**config.mk**
```make
export PLATFORM = sky130hd
export DESIGN_NAME = clock_timekeeper
export DESIGN_NICKNAME = d
export VERILOG_FILES = /design/src/rtl/clock_pkg.sv /design/src/rtl/bcd_mod60.sv /design/src/rtl/clock_timekeeper.sv
export SDC_FILE = /design/constraint.sdc
export NUM_CORES = 1
export LEC_CHECK = 0
export CORE_MARGIN = 5
export CORE_UTILIZATION = 54
export DETAILED_ROUTE_END_ITERATION = 6
export GPL_ROUTABILITY_DRIVEN = 1
export PLACE_DENSITY_LB_ADDON = 0.15
export SYNTH_ARGS = -nofsm -noshare
export SYNTH_HDL_FRONTEND = slang
export SYNTH_SLANG_ARGS = --single-unit
export TNS_END_PERCENT = 50
```
**constraint.sdc**
```tcl
create_clock -name clk_i -period 2.27 [get_ports clk_i]
set_input_delay 0.3405 -clock clk_i [delete_from_list [all_inputs] [get_ports clk_i]]
set_output_delay 0.3405 -clock clk_i [all_outputs]
set_load 0.03 [all_outputs]
```
**src/rtl/clock_pkg.sv**
```systemverilog
// Shared types, hour-mode constants, reset times and BCD helpers for the
// time-of-day core.
package clock_pkg;

  typedef logic [3:0] bcd_t;

  localparam int unsigned HOUR_12 = 12;
  localparam int unsigned HOUR_24 = 24;

  localparam bcd_t RST_HR12_TENS = 4'd1;
  localparam bcd_t RST_HR12_ONES = 4'd2;
  localparam bcd_t RST_HR24_TENS = 4'd0;
  localparam bcd_t RST_HR24_ONES = 4'd0;

  // Single-digit BCD increment; 9 (or any illegal code) wraps to 0.
  function automatic bcd_t bcd_inc(input bcd_t d);
    return (d >= 4'd9) ? 4'd0 : d + 4'd1;
  endfunction

endpackage

```
**src/rtl/bcd_mod60.sv**
```systemverilog
// Two-digit BCD modulo-60 counter shared by the seconds and minutes fields.
module bcd_mod60
  import clock_pkg::*;
(
  input  logic clk_i,
  input  logic rst_ni,
  input  logic inc_i,
  input  logic clr_i,
  output bcd_t ones_o,
  output bcd_t tens_o,
  output logic wrap_o
);

  bcd_t ones_q, ones_d;
  bcd_t tens_q, tens_d;

  always_comb begin
    ones_d = ones_q;
    tens_d = tens_q;
    wrap_o = inc_i && !clr_i && (ones_q == 4'd9) && (tens_q == 4'd5);
    if (clr_i) begin
      ones_d = 4'd0;
      tens_d = 4'd0;
    end else if (inc_i) begin
      ones_d = bcd_inc(ones_q);
      if (ones_q == 4'd9) tens_d = (tens_q >= 4'd5) ? 4'd0 : tens_q + 4'd1;
    end
  end

  always_ff @(posedge clk_i or negedge rst_ni) begin
    if (!rst_ni) begin
      ones_q <= 4'd0;
      tens_q <= 4'd0;
    end else begin
      ones_q <= ones_d;
      tens_q <= tens_d;
    end
  end

  assign ones_o = ones_q;
  assign tens_o = tens_q;

endmodule

```
**src/rtl/clock_timekeeper.sv**
```systemverilog
// BCD time-of-day core: 1 Hz prescaler, sec/min/hour counters, manual set
// with carry-safe pending bits, and HH:MM alarm compare.
module clock_timekeeper
  import clock_pkg::*;
#(
  parameter int unsigned TICK_DIV  = 100_000_000,
  parameter int unsigned HOUR_MODE = 12
) (
  input  logic clk_i,
  input  logic rst_ni,
  input  logic min_inc_i,
  input  logic hr_inc_i,
  input  logic sec_clr_i,
  input  logic alarm_en_i,
  input  bcd_t alarm_hr_t_i,
  input  bcd_t alarm_hr_o_i,
  input  bcd_t alarm_min_t_i,
  input  bcd_t alarm_min_o_i,
  input  logic alarm_pm_i,
  output bcd_t sec_ones_o,
  output bcd_t sec_tens_o,
  output bcd_t min_ones_o,
  output bcd_t min_tens_o,
  output bcd_t hr_ones_o,
  output bcd_t hr_tens_o,
  output logic pm_o,
  output logic sec_tick_o,
  output logic alarm_o
);

  localparam int unsigned PW = $clog2(TICK_DIV);
  localparam bit Mode24 = (HOUR_MODE == HOUR_24);

  if (TICK_DIV < 2) begin : g_bad_div
    $error("TICK_DIV must be at least 2");
  end
  if (HOUR_MODE != HOUR_12 && HOUR_MODE != HOUR_24) begin : g_bad_mode
    $error("HOUR_MODE must be 12 or 24");
  end

  logic [PW-1:0] presc_q, presc_d;
  logic tick, sec_wrap, min_wrap, min_apply, hr_carry, hr_apply, hr_step;
  logic min_req, hr_req;
  logic min_prev_q, hr_prev_q, min_pend_q, min_pend_d, hr_pend_q, hr_pend_d;
  logic sec_tick_q, alarm_q, alarm_d, pm_q, pm_d;
  bcd_t hr_tens_q, hr_tens_d, hr_ones_q, hr_ones_d;

  assign tick    = (presc_q == PW'(TICK_DIV - 1)) && !sec_clr_i;
  assign presc_d = (sec_clr_i || tick) ? '0 : presc_q + PW'(1);

  // A manual request waits while a carry targets the same field.
  assign min_req    = min_pend_q | (min_inc_i & ~min_prev_q);
  assign min_apply  = min_req & ~sec_wrap;
  assign min_pend_d = min_req & sec_wrap;
  assign hr_carry   = sec_wrap & min_wrap;
  assign hr_req     = hr_pend_q | (hr_inc_i & ~hr_prev_q);
  assign hr_apply   = hr_req & ~hr_carry;
  assign hr_pend_d  = hr_req & hr_carry;
  assign hr_step    = hr_carry | hr_apply;

  bcd_mod60 u_sec (
    .clk_i  (clk_i),
    .rst_ni (rst_ni),
    .inc_i  (tick),
    .clr_i  (sec_clr_i),
    .ones_o (sec_ones_o),
    .tens_o (sec_tens_o),
    .wrap_o (sec_wrap)
  );

  // Manual minute steps never carry: min_apply is masked whenever sec_wrap is high.
  bcd_mod60 u_min (
    .clk_i  (clk_i),
    .rst_ni (rst_ni),
    .inc_i  (sec_wrap | min_apply),
    .clr_i  (1'b0),
    .ones_o (min_ones_o),
    .tens_o (min_tens_o),
    .wrap_o (min_wrap)
  );

  always_comb begin
    hr_tens_d = hr_tens_q;
    hr_ones_d = hr_ones_q;
    pm_d      = pm_q;
    if (hr_step) begin
      hr_ones_d = bcd_inc(hr_ones_q);
      if (hr_ones_q == 4'd9) hr_tens_d = hr_tens_q + 4'd1;
      if (Mode24) begin
        if (hr_tens_q == 4'd2 && hr_ones_q == 4'd3) begin
          hr_tens_d = 4'd0;
          hr_ones_d = 4'd0;
        end
      end else if (hr_tens_q == 4'd1 && hr_ones_q == 4'd2) begin
        hr_tens_d = 4'd0;
        hr_ones_d = 4'd1;
      end else if (hr_tens_q == 4'd1 && hr_ones_q == 4'd1) begin
        pm_d = ~pm_q;
      end
    end
  end

  assign alarm_d = alarm_en_i
                && ({hr_tens_q, hr_ones_q} == {alarm_hr_t_i, alarm_hr_o_i})
                && ({min_tens_o, min_ones_o} == {alarm_min_t_i, alarm_min_o_i})
                && (Mode24 || (pm_q == alarm_pm_i));

  always_ff @(posedge clk_i or negedge rst_ni) begin
    if (!rst_ni) begin
      presc_q    <= '0;
      min_prev_q <= 1'b0;
      hr_prev_q  <= 1'b0;
      min_pend_q <= 1'b0;
      hr_pend_q  <= 1'b0;
      hr_tens_q  <= Mode24 ? RST_HR24_TENS : RST_HR12_TENS;
      hr_ones_q  <= Mode24 ? RST_HR24_ONES : RST_HR12_ONES;
      pm_q       <= 1'b0;
      sec_tick_q <= 1'b0;
      alarm_q    <= 1'b0;
    end else begin
      presc_q    <= presc_d;
      min_prev_q <= min_inc_i;
      hr_prev_q  <= hr_inc_i;
      min_pend_q <= min_pend_d;
      hr_pend_q  <= hr_pend_d;
      hr_tens_q  <= hr_tens_d;
      hr_ones_q  <= hr_ones_d;
      pm_q       <= pm_d;
      sec_tick_q <= tick;
      alarm_q    <= alarm_d;
    end
  end

  assign hr_tens_o  = hr_tens_q;
  assign hr_ones_o  = hr_ones_q;
  assign pm_o       = pm_q;
  assign sec_tick_o = sec_tick_q;
  assign alarm_o    = alarm_q;

endmodule

```
==> qor.csv <==
stage,metric,value,unit
global_route,grt.met2_usage,33.3,%
route,route.detailed.vias_per_inst,5.55,
die,rows,28,
clock_network,post_cts_hold_buffer_count,0,
global_route,grt-ovfl-total,0,
synthesis,yosysTopAreaCellShare,41.7,%
sta,worst_slew_pin_slew,0.640,ns
critical_path,crit_type,register to register,
synthesis,syn_nets,383,
clock_network,clock_path_buffers,2,
synthesis,async_flop_share,100,%
critical_path,r2r-start,u_min.ones_o[1]$_DFFE_PN0N_,
synthesis,ys.flop_type,dfrtp_1,
critical_path,cp_slowest_stage_delay,0.46,ns
global_route,first_global_vias,2768,
finish,number_of_nets_in_the_layout,448,
sta,achievable-frequency,461,MHz
critical_path,path_delay_family,simple AND/OR/NAND/NOR gates,
finish,mostFrequentLayoutCells,"dfrtp_1 (56), clkdlybuf4s50_1 (48), nor2_1 (39), xnor2_1 (29), inv_1 (23)",
sta,final.period_utilization,95.6,%
clock_network,cts.sink_count,58,
critical_path,cp.arrival,2.45,ns
status,outcome,finished clean,
critical_path,slowest_stage,a2111oi_0,
die,start_util,56.2,%
synthesis,post_synth_edffs,0,
critical_path,worst-path-buf-inv,1,
critical_path,setup.worst_path.start_class,register,
die,die_height,88.9,µm
clock_network,clk-insertion-delay-late,0.35,ns
global_route,grt_start_max_net_pins,33,
clock_network,cts_tree,built,
clock_network,post_cts.repair.setup_buffers,0,
synthesis,synth_cell_area,3360,µm²
synthesis,synth.yosys.seq_area_share,43.2,%
synthesis,synth_largest_area_cell,dfrtp_1,
global_route,fraction_of_met1_tracks_used_by_global_routing,28.9,%
sta,worst_slew_margin_rel,57.3,%
synthesis,ffs_latches_synth,58,
clock_network,cts-root-buf,clkbuf_8,
clock_network,cts.clk_slew.worst_paths,0.07,ns
sta,rsz0062_at_grt,true,
finish,diodes_inserted,0,
placement,detailed_place_hpwl,5600,µm
critical_path,worst-path-max-fanout,9,
run,max_cap_viol_count,0,
placement,global_placer_s_final_weighted_congestion,0.898,
route,detail_route.wirelength,7500,µm
sta,period_minus_slack,2.17,ns
critical_path,timing.critical_path.cells,inv_1 > ha_1 > and3b_1 > and4b_1 > nand4_4 > a2111oi_0 > o22a_1,
die,core,5990,µm²
synthesis,synthTopCellsByArea,"dfrtp_1 (42%), xnor2_1 (7.5%), ha_1 (7.1%)",
finish,post_route_cells_drive_above_1_share,10.0,%
die,die_w,88.9,µm
route,drcViolationCount,0,
global_route,global_route_wire_length_before_repair,12900,µm
global_route,globalRouteTotalUtil,21.3,%
route,wire_per_inst,15.5,µm
route,detail_route.iter0.violations,98,
pwr,pwr_density_cell,861,nW/µm²
placement,portBuffers,49,
die,num_io_pins,50,
sta,finalHoldViolCount,0,
global_route,grt_antenna_before_repair,0,
route,route.vias.total,2692,
pwr,power.total,3.66,mW
route,dr.pass1.iters,4,
synthesis,postSynthCellCount,341,
synthesis,synthesized_area_divided_by_synthesized_cell_count,9.87,µm²
sta,worst_setup_slack_after_layout,0.100,ns
synthesis,synth-warning-count,0,
die,floorplan.die_area,7910,µm²
critical_path,critical_path.endpoint_type,register,
placement,dpl_worst_slack,0.0718,ns
global_route,grtUsageMet3,4.52,%
pwr,static_power_due_to_leakage,1.84,nW
min_path,hold_path_class,primary input to asynchronous set/reset pin,
clock_network,post_cts_resized,0,
clock_network,h-tree-depth,3,
finish,most_frequent_standard_cell_in_the_layout_excluding_fill_and_tap_cells,dfrtp_1,
sta,setup-violations-final,0,
synthesis,netlist-cell-type-count,55,
route,final_antenna_net_count,0,
global_route,busiest_layer,met2,
critical_path,worst_setup_path_startpoint,u_min.ones_o[1]$_DFFE_PN0N_,
sta,final.setup_skew,0.0102,ns
clock_network,tritoncts.num_buffers,9,
finish,count_of_fill_cells_added_during_filler_insertion,462,
critical_path,critPathRequiredTime,2.55,ns
finish,area_growth_syn_to_layout,26.3,%
pwr,ir_worst_vdd,0.000907,V
sta,slew_viol_final,0,
==> registers in the layout, summed over array words and instances (netlist names) <==
| register | count |
|---|---|
| alarm_o | 1 |
| hr_ones_o | 4 |
| hr_pend_q | 1 |
| hr_prev_q | 1 |
| hr_tens_o | 4 |
| min_pend_q | 1 |
| min_prev_q | 1 |
| pm_o | 1 |
| presc_q | 27 |
| sec_tick_o | 1 |
| u_min.ones_o | 4 |
| u_min.tens_o | 4 |
| u_sec.ones_o | 4 |
| u_sec.tens_o | 4 |
==> where the power goes <==
group	switching [mW]	internal (mW)	leakage (nW)	total (mW)
Clock	0.408	0.589	0.106	0.998
Combinational	0.691	0.578	0.960	1.27
Sequential	0.215	1.18	0.776	1.39
Total	1.31	2.34	1.84	3.66
==> cells in the mapped netlist, drive strengths merged, types with 2 or more instances <==
cell type,instances
nand2b,7
clkbuf,7
dfrtp,56
nor2,39
a21boi,4
nor3,10
a21oi,8
ha,19
nor4b,2
o31ai,2
a22o,2
and2,3
and4,5
dfstp,2
nor3b,2
xnor2,29
buf,2
nand3,17
o21ai,4
a21o,4
nand4b,2
or3,4
inv,23
o2bb2ai,3
and3,6
nand2,17
a2111oi,3
nand4,11
mux2i,4
o22a,2
nand3b,2
mux2,4
xor2,16
nor4,6
==> metrics by stage <==
stage | std cells | cell area, µm² | setup TNS [ns] | hold slack, ns | util, %
2_1_floorplan | 341 | 3370 | 0 | 0.0449 | -
3_3_place_gp | 470 | 4050 | 0 | 0.395 | 67.5
6_report | 485 | 4250 | 0 | 0.0123 | 70.9
5_1_grt | 485 | 4250 | -0.0217 | 0.0699 | 70.9
4_1_cts | 485 | 4250 | 0 | 0.0353 | 70.9
3_5_place_dp | 470 | 4050 | 0 | 0.407 | 67.5
==> path summary, 6_finish.rpt <==
| path | slack [ns] | cells past startpoint | end |
|---|---|---|---|
| worst max-delay path | 0.10 | 7 | hr_ones_o[3]$_DFFE_PN0P_ |
| worst min-delay path | 0.01 | 1 | presc_q[14]$_DFF_PN0_ |
| worst max register to register | 0.10 | 7 | hr_ones_o[3]$_DFFE_PN0P_ |
| worst min register to register | 0.52 | 1 | presc_q[0]$_DFF_PN0_ |
| max in group asynchronous | 1.58 | 2 | hr_ones_o[1]$_DFFE_PN1P_ |
| min in group clk_i | 0.46 | 1 | min_prev_q$_DFF_PN0_ |
==> logic make-up (layout without fill, tap and decap cells) <==
| family | Yosys count | after routing | synth area share (%) |
|---|---|---|---|
| muxes | 8 | 8 | 2.53 |
| and+or+nand+nor | 138 | 138 | 22.9 |
| xor gates and xnor gates | 45 | 45 | 11.7 |
| adders and majority gates | 19 | 19 | 7.07 |
| AOI/OAI and AO/OA | 41 | 41 | 8.93 |
| buffers and inverters | 32 | 101 | 3.68 |
| DFF | 58 | 58 | 43.2 |
==> metal layers <==
| metal | wire [µm] | part of all wire [%] |
|---|---|---|
| met1 | 3450 | 46 |
| met2 | 3630 | 48 |
| met3 | 275 | 3.7 |
| met4 | 150 | 2.0 |
| met5 | 0 | 0 |
==> layout make-up <==
class,instances,area [µm²],share of cell area [%]
Clock buffer,13,169,3.97
Timing Repair Buffer,63,616,14.5
Sequential cell,58,1450,34.2
Tap cell,75,93.8,2.21
Inverter,23,86.3,2.03
Clock inverter,2,35.0,0.824
Multi-Input combinational cell,251,1800,42.3
No activity file was read; power rests on OpenSTA's default activity.
